[config.mk]
export PLATFORM = sky130hd
export DESIGN_NAME = pixel_unpacker
export DESIGN_NICKNAME = d
export VERILOG_FILES = /design/src/rtl/pixel_unpacker.sv
export SDC_FILE = /design/constraint.sdc
export NUM_CORES = 1
export LEC_CHECK = 0
export CORE_ASPECT_RATIO = 0.8
export CORE_MARGIN = 4
export CORE_UTILIZATION = 25
export CTS_CLUSTER_DIAMETER = 200
export DETAILED_ROUTE_END_ITERATION = 8
export GPL_TIMING_DRIVEN = 0
export PLACE_DENSITY = 0.51
export SETUP_SLACK_MARGIN = 0.3
export SYNTH_ARGS = -nofsm -noshare
export SYNTH_HDL_FRONTEND = slang
export SYNTH_SLANG_ARGS = --single-unit
[constraint.sdc]
create_clock -name aclk -period 4.2 [get_ports aclk]
set_clock_uncertainty 0.15 [all_clocks]
set_input_delay 1.26 -clock aclk [delete_from_list [all_inputs] [get_ports aclk]]
set_output_delay 1.26 -clock aclk [all_outputs]
set_load 0.005 [all_outputs]
[src/rtl/pixel_unpacker.sv]
// Unpacks a 24-bit BGR byte stream carried in 32-bit words (4 pixels per 3 words)
// into one pixel per handshake, tracking x/y position and flagging framing errors.
module pixel_unpacker #(
  parameter int unsigned X_SIZE = 640,
  parameter int unsigned Y_SIZE = 480
) (
  input  logic        aclk,
  input  logic        aresetn,
  input  logic [31:0] in_stream_tdata,
  input  logic [3:0]  in_stream_tkeep,
  input  logic        in_stream_tlast,
  input  logic        in_stream_tuser,
  input  logic        in_stream_tvalid,
  output logic        in_stream_tready,
  output logic [7:0]  pix_r,
  output logic [7:0]  pix_g,
  output logic [7:0]  pix_b,
  output logic [9:0]  pix_x,
  output logic [8:0]  pix_y,
  output logic        pix_sof,
  output logic        pix_eol,
  output logic        pix_valid,
  input  logic        pix_ready,
  output logic        sof_err,
  output logic        eol_err,
  output logic [15:0] frame_count
);

  localparam int unsigned XW   = 10;
  localparam int unsigned YW   = 9;
  localparam int unsigned FCW  = 16;
  localparam int unsigned RGBW = 24;
  localparam int unsigned RESW = 16;

  localparam logic [XW-1:0] X_LAST = XW'(X_SIZE - 1);
  localparam logic [XW-1:0] X_PRE  = XW'(X_SIZE - 2);
  localparam logic [YW-1:0] Y_LAST = YW'(Y_SIZE - 1);

  typedef enum logic [1:0] {
    WAIT_SOF = 2'd0,
    RUN      = 2'd1,
    SECOND   = 2'd2
  } state_t;

  state_t          state;
  logic [1:0]      phase;
  logic [RESW-1:0] resid;
  logic [XW-1:0]   nx;
  logic [YW-1:0]   ny;
  logic [RGBW-1:0] sec_rgb;
  logic [XW-1:0]   sec_x;
  logic [YW-1:0]   sec_y;
  logic            sec_fend;
  logic            pix_fend;

  logic [7:0] b0, b1, b2, b3;
  logic       unused_tkeep;

  logic            word_accept;
  logic            at_frame_start;
  logic            start_new;
  logic            load_word;
  logic            sof_bad;
  logic            eol_exp;
  logic            eol_bad;
  logic [1:0]      eff_phase;
  logic [XW-1:0]   wx;
  logic [YW-1:0]   wy;
  logic            two_pix;
  logic            line_end;
  logic            frame_last;
  logic [RGBW-1:0] pix_a_rgb;
  logic [RESW-1:0] resid_nxt;
  logic [XW-1:0]   nx_nxt;
  logic [YW-1:0]   ny_nxt;
  logic [1:0]      phase_nxt;

  assign b0 = in_stream_tdata[7:0];
  assign b1 = in_stream_tdata[15:8];
  assign b2 = in_stream_tdata[23:16];
  assign b3 = in_stream_tdata[31:24];
  assign unused_tkeep = ^in_stream_tkeep;

  // A word is taken while hunting for SOF, or in RUN when the output slot frees up.
  assign in_stream_tready = aresetn &
                            ((state == WAIT_SOF) | ((state == RUN) & (~pix_valid | pix_ready)));

  // Decode of the incoming word: position, framing checks, pixel bytes, next position.
  always_comb begin
    word_accept    = in_stream_tvalid & in_stream_tready;
    at_frame_start = (nx == '0) && (ny == '0) && (phase == 2'd0);
    start_new      = (state == WAIT_SOF) || (in_stream_tuser && !at_frame_start);
    load_word      = word_accept && ((state == RUN) || in_stream_tuser);
    sof_bad        = (state == RUN) && (in_stream_tuser != at_frame_start);
    eol_exp        = (phase == 2'd2) && (nx == X_PRE);
    eol_bad        = (state == RUN) && (in_stream_tlast != eol_exp);
    eff_phase      = start_new ? 2'd0 : phase;
    wx             = start_new ? '0 : nx;
    wy             = start_new ? '0 : ny;
    two_pix        = (eff_phase == 2'd2);
    // A resync overrides any line-end handling on the same word.
    line_end       = !start_new && (in_stream_tlast || eol_exp);
    frame_last     = line_end && (wy == Y_LAST);
    pix_a_rgb      = '0;
    resid_nxt      = '0;
    nx_nxt         = nx;
    ny_nxt         = ny;
    phase_nxt      = phase;

    case (eff_phase)
      2'd0: begin
        pix_a_rgb = {b2, b1, b0};
        resid_nxt = {8'h00, b3};
      end
      2'd1: begin
        pix_a_rgb = {b1, b0, resid[7:0]};
        resid_nxt = {b3, b2};
      end
      default: begin
        pix_a_rgb = {b0, resid[15:8], resid[7:0]};
        resid_nxt = '0;
      end
    endcase

    if (line_end) begin
      nx_nxt    = '0;
      ny_nxt    = frame_last ? '0 : wy + YW'(1);
      phase_nxt = 2'd0;
      resid_nxt = '0;
    end else begin
      nx_nxt    = wx + (two_pix ? XW'(2) : XW'(1));
      ny_nxt    = wy;
      phase_nxt = two_pix ? 2'd0 : eff_phase + 2'd1;
    end
  end

  // State, position tracking and the single registered output stage.
  always_ff @(posedge aclk) begin
    if (!aresetn) begin
      state       <= WAIT_SOF;
      phase       <= 2'd0;
      resid       <= '0;
      nx          <= '0;
      ny          <= '0;
      sec_rgb     <= '0;
      sec_x       <= '0;
      sec_y       <= '0;
      sec_fend    <= 1'b0;
      pix_r       <= '0;
      pix_g       <= '0;
      pix_b       <= '0;
      pix_x       <= '0;
      pix_y       <= '0;
      pix_sof     <= 1'b0;
      pix_eol     <= 1'b0;
      pix_fend    <= 1'b0;
      pix_valid   <= 1'b0;
      sof_err     <= 1'b0;
      eol_err     <= 1'b0;
      frame_count <= '0;
    end else begin
      sof_err <= load_word & sof_bad;
      eol_err <= load_word & eol_bad;

      // The frame is counted when its final pixel leaves the block.
      if (pix_valid && pix_ready && pix_fend) begin
        frame_count <= frame_count + FCW'(1);
      end

      if (load_word) begin
        {pix_r, pix_g, pix_b} <= pix_a_rgb;
        pix_x     <= wx;
        pix_y     <= wy;
        pix_sof   <= (wx == '0) && (wy == '0);
        pix_eol   <= (wx == X_LAST);
        pix_fend  <= frame_last && !two_pix;
        pix_valid <= 1'b1;
        phase     <= phase_nxt;
        resid     <= resid_nxt;
        nx        <= nx_nxt;
        ny        <= ny_nxt;
        sec_rgb   <= {b3, b2, b1};
        sec_x     <= wx + XW'(1);
        sec_y     <= wy;
        sec_fend  <= frame_last;
        state     <= two_pix ? SECOND : RUN;
      end else if ((state == SECOND) && pix_ready) begin
        {pix_r, pix_g, pix_b} <= sec_rgb;
        pix_x     <= sec_x;
        pix_y     <= sec_y;
        pix_sof   <= 1'b0;
        pix_eol   <= (sec_x == X_LAST);
        pix_fend  <= sec_fend;
        pix_valid <= 1'b1;
        state     <= RUN;
      end else if (pix_ready) begin
        pix_valid <= 1'b0;
      end
    end
  end

endmodule
==> results of run 1 <==
per-layer routing:
metal	share of wire [%]	GRT usage (%)	vias up
met4	1.3	5.06	0
met5	0	0	-
li1	-	-	3354
met2	38	23.6	323
met3	9.8	5.47	25
met1	51	28.1	3411
area by class of cell:
type                       instances  area share, %
multi-input combinational        647           40.1
sequential                       148           32.8
timing repair buffer             102           11.3
clock buffer                      22           5.47
tap                              364           5.04
buffer                            75           3.80
clock inverter                    10           1.08
inverter                           9          0.374
state kept, by name, summed over array words and instances (netlist names), 10 cells and up:
| name | cells |
|---|---|
| frame_count | 16 |
| nx | 10 |
| pix_x | 10 |
| resid | 16 |
| sec_rgb | 24 |
| sec_x | 10 |
critical path, stage by stage, from the launching register on:
cell	delay, ns
dfxtp_1	0.31
clkbuf_1	0.25
nor4_1	0.47
nand3_1	0.25
ha_1	0.25
o21ba_2	0.34
buf_6	0.19
buf_4	0.21
nand2_1	0.09
inv_1	0.11
ha_1	0.20
nand3_2	0.16
or4_1	0.44
a311oi_1	0.27
timing repair:
item                       4_1_cts  5_1_grt
gates resized for setup         14        9
setup endpoints to repair       20       16
setup buffers                    0        0
metrics by stage:
step           area, µm²  power, W  hold slack, ns  TNS (ns)
3_5_place_dp        8370   0.00179           0.297     -6.68
4_1_cts             9000   0.00332           0.307         0
2_1_floorplan       6890   0.00162           0.287         0
3_3_place_gp        8370   0.00179           0.293     -6.01
6_report            9030   0.00330           0.303         0
5_1_grt             9030   0.00341           0.323         0
power breakdown:
group	internal [W]	switching (W)
Clock	0.000897	0.000637
Combinational	0.000121	0.000183
Sequential	0.00144	0.0000240
cells by family after synthesis:
family	count (synthesis)	synth area share, %
DFF	148	43.0
buffers and inverters	84	5.21
xor gates and xnor gates	22	2.79
and+or+nand+nor	406	26.5
adders and majority gates	10	1.78
AOI/OAI and AO/OA	209	20.7
Yosys cell counts (11+ instances only):
| cell type | number |
|---|---|
| and3_1 | 20 |
| clkbuf_1 | 45 |
| nand2_1 | 220 |
| dfxtp_1 | 148 |
| buf_2 | 29 |
| nor2_1 | 74 |
| nand3_1 | 24 |
| a22o_1 | 14 |
| xor2_1 | 13 |
| a21oi_1 | 77 |
| a22oi_1 | 11 |
| o21ai_0 | 18 |
| a311oi_1 | 30 |
| a221oi_1 | 14 |
| nor4_1 | 11 |
worst paths after layout:
path / cells after the start / start / slack, ns / endpoint
hold / removal: 2 / pix_eol / 0.30 / pix_eol
hold reg to reg: 2 / pix_eol / 0.30 / pix_eol
setup reg to reg: 13 / nx[7] / 0.42 / sec_x[6]
setup / recovery: 13 / nx[7] / 0.42 / sec_x[6]
==> flow_metrics.env, run 1 <==
export IMPL_cts_root_buf="clkbuf_16"
export IMPL_dr_pass1_iters=5
export IMPL_antenna_found_initial=0
export IMPL_vias=7113
export IMPL_mappedNetlistArea_um2=6890
export IMPL_ys_seq_elements=148
export IMPL_worstSetupPathType="flop to flop"
export IMPL_row_count=54
export IMPL_status="complete, no violations"
export IMPL_viasPerCell=5.17
export IMPL_drtIter0Drc=798
export IMPL_synth_area_per_cell_um2=7.84
export IMPL_dieArea_um2=30300
export IMPL_cts_tree="yes"
export IMPL_final_layout_size_suffix_gt1_share_pct=7.70
export IMPL_avgRoutedWirePerCell_um=20.2
export IMPL_cts_max_path_buffers=2
export IMPL_grt_pass1_vias=6568
export IMPL_fillers=2890
export IMPL_core_area_um2=27200
export IMPL_worstPathMaxFanout=10
export IMPL_drc=0
export IMPL_period_needed_ns=3.78
export IMPL_gr_total_overflow=0
export IMPL_place_hpwl_um=20300
export IMPL_fin_cells=1377
export IMPL_track_usage_pct=18.1
export IMPL_start_util_pct=25.3
export IMPL_yosysTopAreaCellShare_pct=43.0
export IMPL_yosysTopAreaCell="dfxtp_1"
export IMPL_seqCellArea_um2=2960
export IMPL_drt_antenna_violating_nets=0
export IMPL_syn2layout_area_growth_pct=31.0
export IMPL_place_ws_ns=-0.604
export IMPL_power_density_nw_per_um2=366
export IMPL_max_freq_ghz=0.264
export IMPL_netlist_top_cells_area="dfxtp_1, nand2_1, a21oi_1"
export IMPL_crit_required_ns=4.39
export IMPL_place_gp_congestion=0.927
export IMPL_mostFrequentLayoutCells="nand2_1, dfxtp_1, clkdlybuf4s50_1"
export IMPL_arrival_ns=3.98
export IMPL_cts_reportedPaths_clkPinSlew_ns=0.07
export IMPL_wl_um=27900
export IMPL_htree_levels=4
export IMPL_clock_latency_ns=0.43
export IMPL_hp_class="flop to flop"
export IMPL_cts_buffers=17
export IMPL_place_inst=1345
export IMPL_worstSetupEndpointType="flop"
export IMPL_final_common_cell="nand2_1"
export IMPL_worst_slack_ns=0.416
export IMPL_cts_sinks=148
export IMPL_die_h_um=157
export IMPL_antenna_cells=0
export IMPL_hold_viol_final=0
export IMPL_syn_nets=930
export IMPL_grt_first_pass_wirelength_um=42100
export IMPL_async_flop_share_pct=0
export IMPL_postLayoutCoreUtil_pct=33.2
export IMPL_tightest_slew_ns=0.874
export IMPL_finalCritPeriodShare_pct=90.1
export IMPL_synth_cell_types=59
export IMPL_finalSetupViolCount=0
export IMPL_grt_max_degree=17
export IMPL_layout_nets=1051
export IMPL_postCtsHoldBufs=0
export IMPL_synth_seq_area_share_pct=43.0
export IMPL_die_w_um=194
export IMPL_ys_flop_type="dfxtp_1"
export IMPL_rsz0062_at_grt="false"
export IMPL_synth_cells=879
export IMPL_yosysWarnings=0
export IMPL_cp_start_kind="flop"
export IMPL_ir_worst_vdd_mv=0.305
export IMPL_power_leakage_nw=3.13
export IMPL_maxSlewViolCount=0
export IMPL_maxSlewHeadroom_pct=41.8
export IMPL_io_pins=107
export IMPL_io_buffers=102
export IMPL_multiInputGateArea_um2=3620
export IMPL_synth_edf_count=0
export IMPL_max_cap_violations=0
Note: power is estimated with default switching activity, not from simulation.
==> run 2, diff against run 1 <==
- CORE_UTILIZATION: 25 -> 40
- PLACE_DENSITY: 0.51 -> 0.7
- clock period: 4.2 -> 4.12 ns (I/O delays scaled with it)
==> flow_metrics.env, run 2 (synthesis gave the netlist of run 1 again) <==
export IMPL_crit_required_ns=2.73
export IMPL_max_freq_ghz=0.268
export IMPL_reg_top3="sec_rgb x24, frame_count x16, resid x16"
export IMPL_cts_reportedPaths_clkPinSlew_ns=0.06
export IMPL_grt_pass1_vias=6632
export IMPL_syn2layout_area_growth_pct=28.3
export IMPL_switchingPower_w=0.000836
export IMPL_worstSetupPathType="primary input to primary output"
export IMPL_ir_worst_vdd_mv=0.258
export IMPL_mostFrequentLayoutCells="nand2_1, dfxtp_1, clkdlybuf4s50_1"
export IMPL_avgRoutedWirePerCell_um=19.9
export IMPL_die_w_um=155
export IMPL_fillers=1654
export IMPL_track_usage_pct=24.7
export IMPL_antenna_found_initial=0
export IMPL_cpPeakStageDelay_ns=0.44
export IMPL_cp_start_kind="primary input"
export IMPL_htree_levels=4
export IMPL_cts_root_buf="clkbuf_16"
export IMPL_drtIter0Drc=864
export IMPL_grt_max_degree=17
export IMPL_maxSlewViolCount=0
export IMPL_worstPathMaxFanout=6
export IMPL_status="complete, no violations"
export IMPL_antenna_cells=0
export IMPL_drt_antenna_violating_nets=0
export IMPL_worstSetupEndpointType="primary output"
export IMPL_start_util_pct=41.3
export IMPL_period_needed_ns=3.74
export IMPL_clock_latency_ns=0.42
export IMPL_row_count=42
export IMPL_crit_chain="dlygate4sd2_1 -> nand3b_1 -> and2_1 -> clkdlybuf4s50_1"
export IMPL_final_common_cell="nand2_1"
export IMPL_gr_total_overflow=0
export IMPL_viasPerCell=5.80
export IMPL_maxSlewHeadroom_pct=49.7
export IMPL_pwr_share_seq_pct=45.2
export IMPL_wl_um=24600
export IMPL_final_layout_size_suffix_gt1_share_pct=7.89
export IMPL_dr_pass1_iters=8
export IMPL_power_leakage_nw=3.13
export IMPL_power_density_nw_per_um2=372
export IMPL_rsz0062_at_grt="false"
export IMPL_hold_viol_final=0
export IMPL_die_h_um=125
export IMPL_layout_nets=1052
export IMPL_finalSetupViolCount=0
export IMPL_cts_max_path_buffers=2
export IMPL_clkPwrFrac_pct=45.5
export IMPL_cts_tree="yes"
export IMPL_place_hpwl_um=17600
export IMPL_power_frac_comb_pct=9.3
export IMPL_p_int_w=0.00246
export IMPL_io_buffers=102
export IMPL_place_gp_congestion=0.980
export IMPL_finalHoldWorstSlack_ns=0.306
export IMPL_hp_class="flop to flop"
export IMPL_io_pins=107
export IMPL_max_cap_violations=0
export IMPL_postCtsHoldBufs=0
export IMPL_vias=7158
export IMPL_core_area_um2=16700
export IMPL_finalCritPeriodShare_pct=90.7
export IMPL_cts_buffers=17
export IMPL_drc=0
export IMPL_crit_slowest_cell="clkdlybuf4s50_1"
export IMPL_p_sw_share_pct=25.4
export IMPL_dieArea_um2=19400
export IMPL_arrival_ns=2.35
export IMPL_largest_register="sec_rgb"
export IMPL_grt_first_pass_wirelength_um=37800
export IMPL_place_ws_ns=-0.572
export IMPL_tightest_slew_ns=0.755
export IMPL_worst_slack_ns=0.382
export IMPL_largest_reg_flops=24
export IMPL_postLayoutCoreUtil_pct=52.9
export IMPL_cts_sinks=148
export IMPL_fin_tns_setup_ns=0
[run 2: cell count changes in the layout (fill, tap and decap cells not counted), sizes merged]
cell | before | now
clkbuf | 67 | 66
clkinvlp | 3 | 1
inv | 10 | 11
clkinv | 5 | 7
buf | 30 | 31
[run 2: what timing repair did]
action | in CTS | in global routing
setup endpoints to repair | 19 | 22
pin swaps | 0 | 2
resized for setup | 13 | 16
buffers inserted | 0 | 1
[run 2: path summary, 6_finish.rpt]
check | start | end | slack (ns) | cells after the start
min reg2reg | sec_rgb[18] | sec_rgb[18] | 0.31 | 2
min | sec_rgb[18] | sec_rgb[18] | 0.31 | 2
max | pix_ready | in_stream_tready | 0.38 | 4
max reg2reg | nx[2] | nx[7] | 0.47 | 14
[run 2: metrics by stage]
step / instance area, µm² / instances / total power (W)
2_1_floorplan: 6890 / 879 / 0.00165
3_3_place_gp: 8190 / 1201 / 0.00181
3_5_place_dp: 8190 / 1201 / 0.00181
4_1_cts: 8780 / 1233 / 0.00328
5_1_grt: 8850 / 1234 / 0.00338
6_report: 8850 / 1234 / 0.00329
[run 2: layout make-up]
type	instances	area, µm²	share of cell area, %
multi-input cells	647	3640	41.2
flip-flops and latches	148	2960	33.5
repair buffers	103	1030	11.6
clock buffers	21	460	5.20
plain buffers	75	344	3.89
well taps	220	275	3.11
clock inverters	11	101	1.15
inverters	9	33.8	0.382
[run 2: layer usage]
| metal | GRT usage (%) | up-vias | routed length, µm |
|---|---|---|---|
| li1 | - | 3366 | - |
| met1 | 36.7 | 3322 | 11300 |
| met2 | 34.2 | 430 | 9780 |
| met3 | 7.81 | 40 | 3040 |
| met4 | 7.22 | 0 | 415 |
| met5 | 0 | - | 0 |
[run 2: critical path: cells and delay by family]
family / cells / cell delay (ns)
buffers and inverters: 2 / 0.73
AND/OR/NAND/NOR: 2 / 0.38
[run 2: power by group through the flow]
stage          registers (W)  logic [W]  clock network [W]
4_1_cts              0.00149   0.000294            0.00150
3_3_place_gp         0.00152   0.000291                  0
3_5_place_dp         0.00152   0.000291                  0
6_report             0.00149   0.000305            0.00150
2_1_floorplan        0.00152   0.000135                  0
5_1_grt              0.00149   0.000324            0.00156
